File: src/rtl/mem_port_arbiter.sv
// rtl/mem_port_arbiter.sv - single-port memory arbiter between instruction fetch and data memory
//
// Shares one variable-latency memory between the IF stage and the DM stage.
// DM is granted first because it holds the older instruction. IF is forced a
// grant after losing STARVE_MAX consecutive decisions. An access with no
// mem_ready within TIMEOUT cycles is aborted and flagged on mem_err.
//
// Ports:
//   clk, rst                     clock, asynchronous active-high reset
//   if_req, if_addr              fetch request and PC
//   if_rdata, if_valid           fetched word, one-cycle completion pulse
//   dm_memread, dm_mem_write     load / store request from the MEM stage
//   mem_address, dm_data_input   load/store address and store data
//   dm_rdata, dm_done            load data, one-cycle completion pulse
//   mem_req, mem_we, mem_addr,
//   mem_wdata                    registered memory request
//   mem_rdata, mem_ready         memory response
//   stall_if, stall_mem          pipeline freeze signals
//   mem_err                      sticky timeout flag
module mem_port_arbiter #(
    parameter int ad_size    = 32,
    parameter int d_size     = 32,
    parameter int STARVE_MAX = 4,
    parameter int TIMEOUT    = 64
) (
    input  logic               clk,
    input  logic               rst,
    input  logic               if_req,
    input  logic [ad_size-1:0] if_addr,
    output logic [d_size-1:0]  if_rdata,
    output logic               if_valid,
    input  logic               dm_memread,
    input  logic               dm_mem_write,
    input  logic [ad_size-1:0] mem_address,
    input  logic [d_size-1:0]  dm_data_input,
    output logic [d_size-1:0]  dm_rdata,
    output logic               dm_done,
    output logic               mem_req,
    output logic               mem_we,
    output logic [ad_size-1:0] mem_addr,
    output logic [d_size-1:0]  mem_wdata,
    input  logic [d_size-1:0]  mem_rdata,
    input  logic               mem_ready,
    output logic               stall_if,
    output logic               stall_mem,
    output logic               mem_err
);

    typedef enum logic [1:0] {IDLE, DATA, INST} state_t;

    state_t             state, state_nxt;
    logic [3:0]         starve_cnt, starve_nxt;
    logic [7:0]         tmo_cnt, tmo_nxt;
    logic               mem_req_nxt, mem_we_nxt, mem_err_nxt;
    logic [ad_size-1:0] mem_addr_nxt;
    logic [d_size-1:0]  mem_wdata_nxt, if_rdata_nxt, dm_rdata_nxt;
    logic               if_valid_nxt, dm_done_nxt;
    logic               dm_req;

    assign dm_req    = dm_memread | dm_mem_write;
    assign stall_mem = dm_req & ~dm_done;
    assign stall_if  = (if_req & ~if_valid) | stall_mem;

    always_comb begin
        state_nxt     = state;
        starve_nxt    = starve_cnt;
        tmo_nxt       = tmo_cnt;
        mem_req_nxt   = mem_req;
        mem_we_nxt    = mem_we;
        mem_addr_nxt  = mem_addr;
        mem_wdata_nxt = mem_wdata;
        mem_err_nxt   = mem_err;
        if_rdata_nxt  = if_rdata;
        dm_rdata_nxt  = dm_rdata;
        if_valid_nxt  = 1'b0;
        dm_done_nxt   = 1'b0;

        case (state)
            IDLE: begin
                tmo_nxt = 8'd0;
                if (dm_req && (starve_cnt < 4'(STARVE_MAX))) begin
                    state_nxt     = DATA;
                    mem_req_nxt   = 1'b1;
                    // A simultaneous read+write request is treated as a write.
                    mem_we_nxt    = dm_mem_write;
                    mem_addr_nxt  = mem_address;
                    mem_wdata_nxt = dm_data_input;
                    if (if_req) begin
                        starve_nxt = starve_cnt + 4'd1;
                    end
                end else if (if_req) begin
                    state_nxt    = INST;
                    mem_req_nxt  = 1'b1;
                    mem_we_nxt   = 1'b0;
                    mem_addr_nxt = if_addr;
                    starve_nxt   = 4'd0;
                end
            end
            DATA, INST: begin
                // mem_ready on the last allowed cycle still completes normally.
                if (mem_ready || (tmo_cnt == 8'(TIMEOUT - 1))) begin
                    state_nxt   = IDLE;
                    mem_req_nxt = 1'b0;
                    if (!mem_ready) begin
                        mem_err_nxt = 1'b1;
                    end
                    if (state == DATA) begin
                        dm_done_nxt  = 1'b1;
                        dm_rdata_nxt = (mem_ready && !mem_we) ? mem_rdata : '0;
                    end else begin
                        if_valid_nxt = 1'b1;
                        if_rdata_nxt = mem_ready ? mem_rdata : '0;
                    end
                end else begin
                    tmo_nxt = tmo_cnt + 8'd1;
                end
            end
            default: begin
                state_nxt   = IDLE;
                mem_req_nxt = 1'b0;
            end
        endcase
    end

    always_ff @(posedge clk or posedge rst) begin
        if (rst) begin
            state      <= IDLE;
            starve_cnt <= 4'd0;
            tmo_cnt    <= 8'd0;
            mem_req    <= 1'b0;
            mem_we     <= 1'b0;
            mem_addr   <= '0;
            mem_wdata  <= '0;
            mem_err    <= 1'b0;
            if_rdata   <= '0;
            if_valid   <= 1'b0;
            dm_rdata   <= '0;
            dm_done    <= 1'b0;
        end else begin
            state      <= state_nxt;
            starve_cnt <= starve_nxt;
            tmo_cnt    <= tmo_nxt;
            mem_req    <= mem_req_nxt;
            mem_we     <= mem_we_nxt;
            mem_addr   <= mem_addr_nxt;
            mem_wdata  <= mem_wdata_nxt;
            mem_err    <= mem_err_nxt;
            if_rdata   <= if_rdata_nxt;
            if_valid   <= if_valid_nxt;
            dm_rdata   <= dm_rdata_nxt;
            dm_done    <= dm_done_nxt;
        end
    end

endmodule

File: config.mk
export PLATFORM = sky130hd
export DESIGN_NAME = mem_port_arbiter
export DESIGN_NICKNAME = d
export VERILOG_FILES = /design/src/rtl/mem_port_arbiter.sv
export SDC_FILE = /design/constraint.sdc
export NUM_CORES = 1
export LEC_CHECK = 0
export CAP_MARGIN = 20
export CORE_MARGIN = 2
export CORE_UTILIZATION = 25
export CTS_CLUSTER_SIZE = 10
export DETAILED_ROUTE_END_ITERATION = 12
export PLACE_DENSITY_LB_ADDON = 0.12
export SLEW_MARGIN = 25
export SYNTH_ARGS = -nofsm -noshare
export SYNTH_HDL_FRONTEND = slang
export SYNTH_SLANG_ARGS = --single-unit
File: constraint.sdc
create_clock -name clk -period 5.57 [get_ports clk]
set_input_delay 1.671 -clock clk [delete_from_list [all_inputs] [get_ports clk]]
set_output_delay 1.671 -clock clk [all_outputs]
set_load 0.05 [all_outputs]
# Word-level counts from Yosys, hierarchy flattened
# Cells that the tools add are included.
[word_totals]
reg_bits = 147
input_bits = 134
wordCells = 70
[op_classes]
reduce_logical = 16
mux = 25
magnitude_cmp = 1
bitwise = 8
eq_ne = 6
n_addsub = 2
[op_table]
columns = ["operator", "n"]
rows = [
  ["32-bit 2-to-1 mux", 4],
  ["8-bit case mux with 2 select lines", 1],
  ["4-bit 2-to-1 mux", 3],
  ["1-bit 2-to-1 mux", 11],
  ["2-bit AND reduction", 5],
  ["3-bit AND reduction", 3],
  ["8-bit by 1-bit adder with 8-bit output, second input constant", 1],
  ["8-bit by 6-bit equality test with 1-bit output, second input constant", 1],
  ["8-bit 2-to-1 mux", 1],
  ["2-bit 2-to-1 mux", 3],
  ["4-bit by 1-bit adder with 4-bit output, second input constant", 1],
  ["4-bit by 3-bit < comparator with 1-bit output, second input constant", 1],
  ["2-bit != test, second input constant", 2],
  ["1-bit NOT", 4],
  ["2-bit case mux with 2 select lines", 1],
  ["2-bit nonzero test", 2],
  ["3-bit != test, second input constant", 1],
  ["1-bit bitwise AND", 2],
  ["2-bit by 1-bit equality test with 1-bit output, second input constant", 1],
  ["2-bit equality test, second input constant", 1],
  ["1-bit logical AND", 2],
  ["2-bit logical NOT", 1],
  ["1-bit bitwise OR", 2],
  ["1-bit case mux with 2 select lines", 1],
  ["other kinds (3)", 3],
]

# Depth between registers and ports, before layout
# Gate-level depths: netlist of the first run.
[logic_depth]
depth_word = 4
mapped_depth = 9
ltp_nobuf = 6

# Least setup slack after synthesis of the first run
# No wires, ideal clock.
[synth_timing]
kind = "in2out"
startpoint = "input dm_mem_write"
endpoint = "output stall_if"
t_arrival_ns = 2.505
setup_slack_ns = 1.394
cell_stages = 2
cell_sequence = "nor2_1 -> o22ai_1"
[synth_via]
elab_chain_len = 3
[synth_lines]
columns = ["item", "line", "rtl"]
rows = [
  ["start: declaration", "33", "input logic dm_mem_write,"],
  ["1-bit bitwise OR", "60", "assign dm_req = dm_memread | dm_mem_write;"],
  ["1-bit bitwise AND", "61", "assign stall_mem = dm_req & ~dm_done;"],
  ["1-bit bitwise OR", "62", "assign stall_if = (if_req & ~if_valid) | stall_mem;"],
  ["end: declaration", "44", "output logic stall_if,"],
]
# Every way passes these cells.

# Final worst setup path of the first run
[layout_timing]
startpoint = "input if_req"
endpoint = "output stall_if"
[layout_via]
elab_chain_len = 2
[layout_lines]
columns = ["item", "line", "rtl"]
rows = [
  ["start: declaration", "28", "input logic if_req,"],
  ["1-bit bitwise AND", "62", ""],
  ["1-bit bitwise OR", "62", ""],
]
# Every way passes these cells.

==> flow_summary.ini, run 1 <==
[timing]
min_period_over_period_pct = 91.41
finalHoldViolations = 0
skew_ns = 0.01176
rsz0062_at_grt = false
fin_tns_setup_ns = 0
drv_slew = 0
slew_headroom_pct = 41.59
max_freq_mhz = 196.4
period_needed_ns = 5.091
worst_hold_slack_ns = 0.4751
setup_viol = 0
worst_pin_slew_ns = 0.8731

[drt]
avgViaCountPerCell = 4.551
wl_per_cell_um = 16.99
first_pass_iters = 4
drc = 0
wirelength_mm = 19.57
final_antenna_net_count = 0
routed-via-count = 5243
detail_route.iter0.violations = 263

[setup_path]
end_kind = output port
worst_ep_required_time_ns = 3.90
r2r_slack_ns = 3.09
worstSetupPathType = primary input to output port
arrival_ns = 3.42
cp_max_fo = 4
start_kind = primary input

[yosys]
syn_area_per_cell_um2 = 12.15
synth-async-reset-ratio_pct = 100.0
syn-cell-area_mm2 = 0.006633
synth.yosys.seq_area_share_pct = 55.46
syn-num-nets = 684
ys_types = 36
synth_edf_count = 0
yosys_warnings = 0
ys.flop_type = dfrtp_1
ys_seq_elements = 147
synthCells = 546

[floorplan]
rows = 59
die_area_mm2 = 0.02785
core_mm2 = 0.02606
dieWidth_um = 166.9
die_y_um = 166.9
pin_count = 269
initial_core_util_pct = 25.45

[final_layout]
post-route-util_pct = 39.39
nets = 942
antenna_cells = 0
mostFrequentLayoutCells = 268 x clkdlybuf4s50_1, 147 x dfrtp_1, 114 x nand2_1, 69 x mux2_2, 33 x nor2b_1
drive_gt1_share_pct = 17.26
layout_commonest_cell = clkdlybuf4s50_1
layout.cells.non_filler = 1152
area_growth_pct = 54.76

[clock_tree]
clock_latency_ns = 0.42
htreeDepth = 4
ctsResizeCount = 0
cts_tree = built
clock-sinks = 147
cts_made_buffers = 17
post_cts_buffers = 0
cts_root_buf = clkbuf_16
clk_path_buf_depth = 2
postCtsHoldBufs = 0
clk_pin_slew_worst_paths_ns = 0.06

[worst_hold_path]
hp-class = flop to flop

[global_route]
grt_usage_pct = 13.92
grt_pass1_vias = 5373
gr-total-overflow = 0
grt_first_pass_wirelength_mm = 30.89
grt_max_degree = 148
antenna_found_initial = 0

[power]
irDropWorstVdd_v = 0.0003460
finalPower_uw = 7658
leakage_uw = 0.004133
p_per_area_mw_per_mm2 = 746.1

[job]
max-cap-violations = 0

[place]
port-buffer-count = 268
placed_cells = 1118
place_congestion = 0.8294
dpl.hpwl_mm = 13.26

[outcome]
status = finished, final reports clean
-- final cells by class --
cell class                 count  area (um2)
clock inverter                12       121.4
tap                          335       419.2
sequential                   147        3679
inverter                       5       22.52
timing repair buffer         275        2788
clock buffer                  20       446.7
multi-input combinational    358        2789
fill                        2501       15790
-- worst paths after layout --
check,start,endpoint,cells after the start
max,if_req,stall_if,4
min,mem_err$_DFFE_PP0P_,mem_err$_DFFE_PP0P_,1
max reg2reg,state[0]$_DFFE_PP0P_,dm_rdata[1]$_DFFE_PP0P_,7
min reg2reg,mem_err$_DFFE_PP0P_,mem_err$_DFFE_PP0P_,1
max in group asynchronous,rst,dm_rdata[31]$_DFFE_PP0P_,3
min in group asynchronous,rst,mem_addr[25]$_DFFE_PP0P_,3
-- cells by family (layout without fill, tap and decap cells) --
family | count (synthesis) | after routing | share of synthesized area (%)
xor+xnor | 1 | 1 | 0.1321
simple gates | 170 | 170 | 11.53
flops | 147 | 147 | 55.46
mux | 101 | 101 | 18.58
fa+ha+maj | 4 | 4 | 0.7546
compound gates | 82 | 82 | 10.26
buf+inv | 41 | 312 | 3.282
-- worst max-delay path: stages --
cell and delay (ns):
clkdlybuf4s50_1 0.57, inv_1 0.13, o22ai_1 0.21, clkdlybuf4s50_1 0.84
-- metal layers --
metal	GRT usage [%]	part of all wire [%]	wire (um)	vias to the layer above
li1	-	-	-	2457
met1	18.20	45	8864	2553
met2	21.13	44	8676	217
met3	5.965	9.3	1818	16
met4	3.636	1.1	208	0
met5	0	0	0	-
-- registers in the layout, summed over array words and instances (netlist names), 2 cells and up --
signal / count
dm_rdata: 32
if_rdata: 32
mem_addr: 32
mem_wdata: 32
tmo_cnt: 8
starve_cnt: 4
state: 2
-- synth_stat cells, drive strengths merged (2+ instances only) --
cell | number | share of area [%]
nor2b | 33 | 3.1
dfrtp | 147 | 55
nor3 | 4 | 0.30
o22ai | 3 | 0.28
mux2i | 5 | 0.75
clkbuf | 17 | 0.96
a21oi | 3 | 0.23
o211ai | 32 | 3.6
nand2 | 115 | 6.5
nand4 | 2 | 0.19
buf | 19 | 2.0
a221o | 32 | 4.8
o21ai | 5 | 0.43
mux2 | 96 | 18
and2 | 2 | 0.19
inv | 5 | 0.28
nand2b | 2 | 0.19
a21o | 2 | 0.23
ha | 4 | 0.75
nor2 | 7 | 0.40
-- stage by stage --
stage | instance area [um2] | worst slack, ns
after floorplan | 6636 | 1.394
after global placement | 9635 | 0.4633
after detailed placement | 9635 | 0.5030
after CTS | 10200 | 0.4867
after global routing | 10260 | 0.3808
final | 10260 | 0.4787
-- report_power, final --
group | internal [uW] | leakage (uW) | switching [uW]
clock network | 635 | 0.000264 | 487
logic | 1750 | 0.00221 | 2870
registers | 1590 | 0.00165 | 326
(Power assumes the default switching activity.)
==> run 2, diff against run 1 <==
--- a/config.mk
+++ b/config.mk
@@ -5,12 +5,11 @@
 export SDC_FILE = /design/constraint.sdc
 export NUM_CORES = 1
 export LEC_CHECK = 0
-export CAP_MARGIN = 20
 export CORE_MARGIN = 2
 export CORE_UTILIZATION = 25
 export CTS_CLUSTER_SIZE = 10
 export DETAILED_ROUTE_END_ITERATION = 12
-export PLACE_DENSITY_LB_ADDON = 0.12
+export PLACE_DENSITY_LB_ADDON = 0.05
 export SLEW_MARGIN = 25
 export SYNTH_ARGS = -nofsm -noshare
 export SYNTH_HDL_FRONTEND = slang
==> run 2 against run 1 <==
Register-to-register slack worse by 0.19 ns. Count of clock-buffer cells in the layout decreased by 2. Highest routed layer unchanged. Non-clock buffer count grew 1. Total power up 0.25%. Clock power increased by 4%. Largest cell class unchanged. Sequential power barely moved. Worst hold slack got worse by 0.0067 ns. Largest power group unchanged. Setup slack better by 0.095 ns. Fmax up 1.9%. Clock skew increased by 0.0016 ns.
==> flow_summary.ini, run 2 (synthesized netlist as in run 1, its figures left out) <==
[outcome]
status = finished, final reports clean

[floorplan]
dieWidth_um = 166.9
initial_core_util_pct = 25.45
core_mm2 = 0.02606
die_y_um = 166.9
pin_count = 269
rows = 59
die_area_mm2 = 0.02785

[timing]
finalHoldViolations = 0
slew_headroom_pct = 36.04
skew_ns = 0.01336
period_needed_ns = 4.996
drv_slew = 0
worst_pin_slew_ns = 0.9595
worst_hold_slack_ns = 0.4684
fin_tns_setup_ns = 0
setup_viol = 0
min_period_over_period_pct = 89.70
rsz0062_at_grt = false
max_freq_mhz = 200.1

[setup_path]
worstPathCellList = clkdlybuf4s50_1 > inv_1 > o22ai_1 > clkdlybuf4s50_1
crit_path_max_incr_delay_ns = 0.82
worstSetupPathType = primary input to output port
r2r-start = state[0]$_DFFE_PP0P_
critPathMostFrequentCell = clkdlybuf4s50_1
worst_ep_required_time_ns = 3.90
r2r_cells = 7
end_kind = output port
arrival_ns = 3.33
crit_family = buffers and inverters
r2r_slack_ns = 2.90
crit_buf_inv = 3
crit_slowest_cell = clkdlybuf4s50_1
timing.rr.end = if_rdata[10]$_DFFE_PP0P_
cp_max_fo = 4
start_kind = primary input

[final_layout]
drive_gt1_share_pct = 17.50
area_growth_pct = 55.12
nets = 943
mostFrequentLayoutCells = 268 x clkdlybuf4s50_1, 147 x dfrtp_1, 114 x nand2_1, 69 x mux2_2, 33 x nor2b_1
layout_commonest_cell = clkdlybuf4s50_1
post-route-util_pct = 39.48
design_area_mm2 = 0.01029
layout.cells.non_filler = 1153

[power]
irDropWorstVdd_v = 0.0003688
leakage_uw = 0.004151
p_per_area_mw_per_mm2 = 746.2

[drt]
avgViaCountPerCell = 4.532
final_antenna_net_count = 0
detail_route.iter0.violations = 260
routed-via-count = 5225
first_pass_iters = 4
drc = 0
wl_per_cell_um = 17.65
wirelength_mm = 20.35

[place]
port-buffer-count = 268
dpl.hpwl_mm = 14.26
placed_cells = 1121
place_congestion = 0.7327
dpl_cell_area_mm2 = 0.009688

[global_route]
grt_usage_pct = 14.56
grt_max_degree = 92
grt_pass1_vias = 5431
antenna_found_initial = 1
grt_first_pass_wirelength_mm = 31.67
gr-total-overflow = 0

[worst_hold_path]
min_delay_worst_endpoint = mem_err$_DFFE_PP0P_
min_path_cells = 1
hold_start = mem_err$_DFFE_PP0P_
hp-class = flop to flop

[clock_tree]
cts_root_buf = clkbuf_16
clock-sinks = 147
postCtsHoldBufs = 0
clk_path_buf_depth = 2
htreeDepth = 4
clk_pin_slew_worst_paths_ns = 0.06
clock_latency_ns = 0.43
cts_made_buffers = 17
post_cts_buffers = 0
cts_tree = built
ctsResizeCount = 0

[job]
max-cap-violations = 0
## run 2: report_power, final
part	internal [uW]	switching (uW)
combinational	1720	2890
sequential	1590	324
clock	676	483
total	3980	3690
## run 2: metal layers
layer,vias up,GRT usage (%),part of all wire [%]
met5,-,0,0
met4,0,4.723,1.5
met3,21,5.133,7.9
met2,182,24.15,49
met1,2564,17.68,42
li1,2458,-,-
## run 2: how the worst max path moves through the flow
stage / start / endpoint / slack, ns / cells after the start
floorplan: dm_mem_write / stall_if / 1.39 / 2
global placement: if_req / stall_if / 0.61 / 4
detailed placement: if_req / stall_if / 0.58 / 4
CTS: if_req / stall_if / 0.57 / 4
global route: if_req / stall_if / 0.51 / 4
finish: if_req / stall_if / 0.57 / 4
## run 2: layout make-up
cell class,count,area (um2)
Inverter,5,22.52
Clock buffer,18,439.2
Timing Repair Buffer,276,2793
Fill cell,2491,15770
Multi-Input combinational cell,358,2785
Antenna cell,1,2.502
Tap cell,335,419.2
Sequential cell,147,3679
Clock inverter,13,148.9
## run 2: stage by stage
step                      worst slack [ns]  total power [uW]
after floorplan                      1.394              5058
after global placement              0.6053              6531
after detailed placement            0.5840              6581
after CTS                           0.5721              7786
after global routing                0.5110              8099
final                               0.5737              7677
## run 2: worst reg2reg max path, delay by kind of cell (launching register included)
| family | cells | cell delay [ns] |
|---|---|---|
| DFF | 1 | 0.39 |
| AOI/OAI and AO/OA | 2 | 0.86 |
| buffers and inverters | 2 | 0.39 |
| adders and majority gates | 1 | 0.39 |
| and+or+nand+nor | 2 | 0.54 |
==> RTL edit, RTL diff (flow settings as in run 2) <==
Encoding of `state_t`: now one-hot (3 bits for 3 states).
--- a/src/rtl/mem_port_arbiter.sv
+++ b/src/rtl/mem_port_arbiter.sv
@@ -47,5 +47,5 @@
 );
 
-    typedef enum logic [1:0] {IDLE, DATA, INST} state_t;
+    typedef enum logic [2:0] {IDLE = 3'b001, DATA = 3'b010, INST = 3'b100} state_t;
 
     state_t             state, state_nxt;
Check against the original RTL: same outputs for any inputs over 4 cycles, from zero or initial values and one cycle with rst high; so few cycles prove little.
==> RTL edit against run 2 <==
- cell area fell by 3.2%
- largest power group unchanged
- total power fell by 15%
- critical endpoint unchanged
- sequential cell count rose by 1
- wire length fell by 10%
- setup slack improved by 0.062 ns
- area after synthesis fell by 6.1%
- count of clock-buffer cells in the layout rose by 2
- register-to-register slack improved by 0.12 ns
- global-route usage fell by 0.76 points
==> RTL edit: results (changes against run 2) <==
| Metric | Value |
|---|---|
| Result of the run | complete, no violations |
| Met2 GRT Util | 0.230 (-0.0116) |
| Detailed router's first-iteration violation count | 190 (-27%) |
| Distinct cell type count after synthesis | 37 (+2.8%) |
| Routed wire length | 18.2 mm (-10%) |
| Clock Power Share | 0.184 (+0.033) |
| Power Clock | 1.21 mW (+4%) |
| Reg-to-Reg End | dm_rdata[29] |
| GR Util met1 | 0.162 (-0.0143) |
| Global routing met3 resource utilization | 0.0590 (+0.00766) |
| Source of the worst register-to-register timing path | tmo_cnt[0] |
| Proportion of synthesized chip area in sequential cells | 0.595 (+0.0400) |
| Worst slew slack as a fraction of its limit | 0.441 (+0.0807) |
| Maximum VDD drop | 0.266 mV (-28%) |
| Leading post-synthesis cells by cell area | sky130_fd_sc_hd__dfrtp_1 59%, sky130_fd_sc_hd__mux2_2 17%, sky130_fd_sc_hd__mux2i_1 5.5%, sky130_fd_sc_hd__a22o_1 4.5%, sky130_fd_sc_hd__nand2_1 2.7% |
| Via count of the first global-routing pass | 5,124 (-5.7%) |
| Detailed-routed wire length on met3 | 1.79 mm (+11%) |
| Detailed Place HPWL | 13.2 mm (-7.1%) |
| Final worst hold slack | 0.461 ns (-0.00775 ns) |
| Overall global routing resource usage | 0.138 (-0.00763) |
| Number of nets in the final layout | 888 (-5.8%) |
| Via count | 4,687 (-10%) |
| CP max FO | 3 (-1) |
| Post-Place Cell Area | 0.00933 mm² (-3.7%) |
| Setup WS pre-CTS | 0.629 ns (+0.0447 ns) |
| Share of power burned in combinational logic | 0.546 (-0.054) |
| Cell count of the worst reg-to-reg path | 6 (-1) |
| RD Place Congestion | 0.755 (+3.1%) |
| Share of total power consumed by net switching | 0.448 (-0.0331) |
| Fillcell total | 2,346 (-5.8%) |
| Met2 WL | 8.76 mm (-12%) |
| Cell count after placement | 1,057 (-5.7%) |
RTL edit: cell count changes after synthesis, sizes merged, moves of 12 or more:
| cell | change |
|---|---|
| nand2 | -70 |
| buf | -12 |
| a221o | -32 |
| a22o | +31 |
| mux2i | +29 |
| o211ai | -31 |
| inv | +36 |
| nor2b | -33 |
RTL edit: logic make-up after synthesis:
group                      Yosys count
DFF                                148
AOI/OAI and AO/OA                   60
xor gates and xnor gates             1
adders and majority gates            2
and+or+nand+nor                     72
buffers and inverters               65
muxes                              130
RTL edit: critical path: cells and delay by family:
kind,cells,cell delay [ns]
AO/OA/AOI/OAI,1,0.16
buffers and inverters,3,1.42
RTL edit: layout make-up:
type	instances	area (µm²)	area share
diodes	2	5.00	0.000502
repair buffers	279	2790	0.280
clock buffers	20	457	0.0458
inverters	41	158	0.0158
multi-input cells	265	2270	0.228
clock inverters	12	166	0.0167
flip-flops and latches	148	3700	0.372
well taps	324	405	0.0407
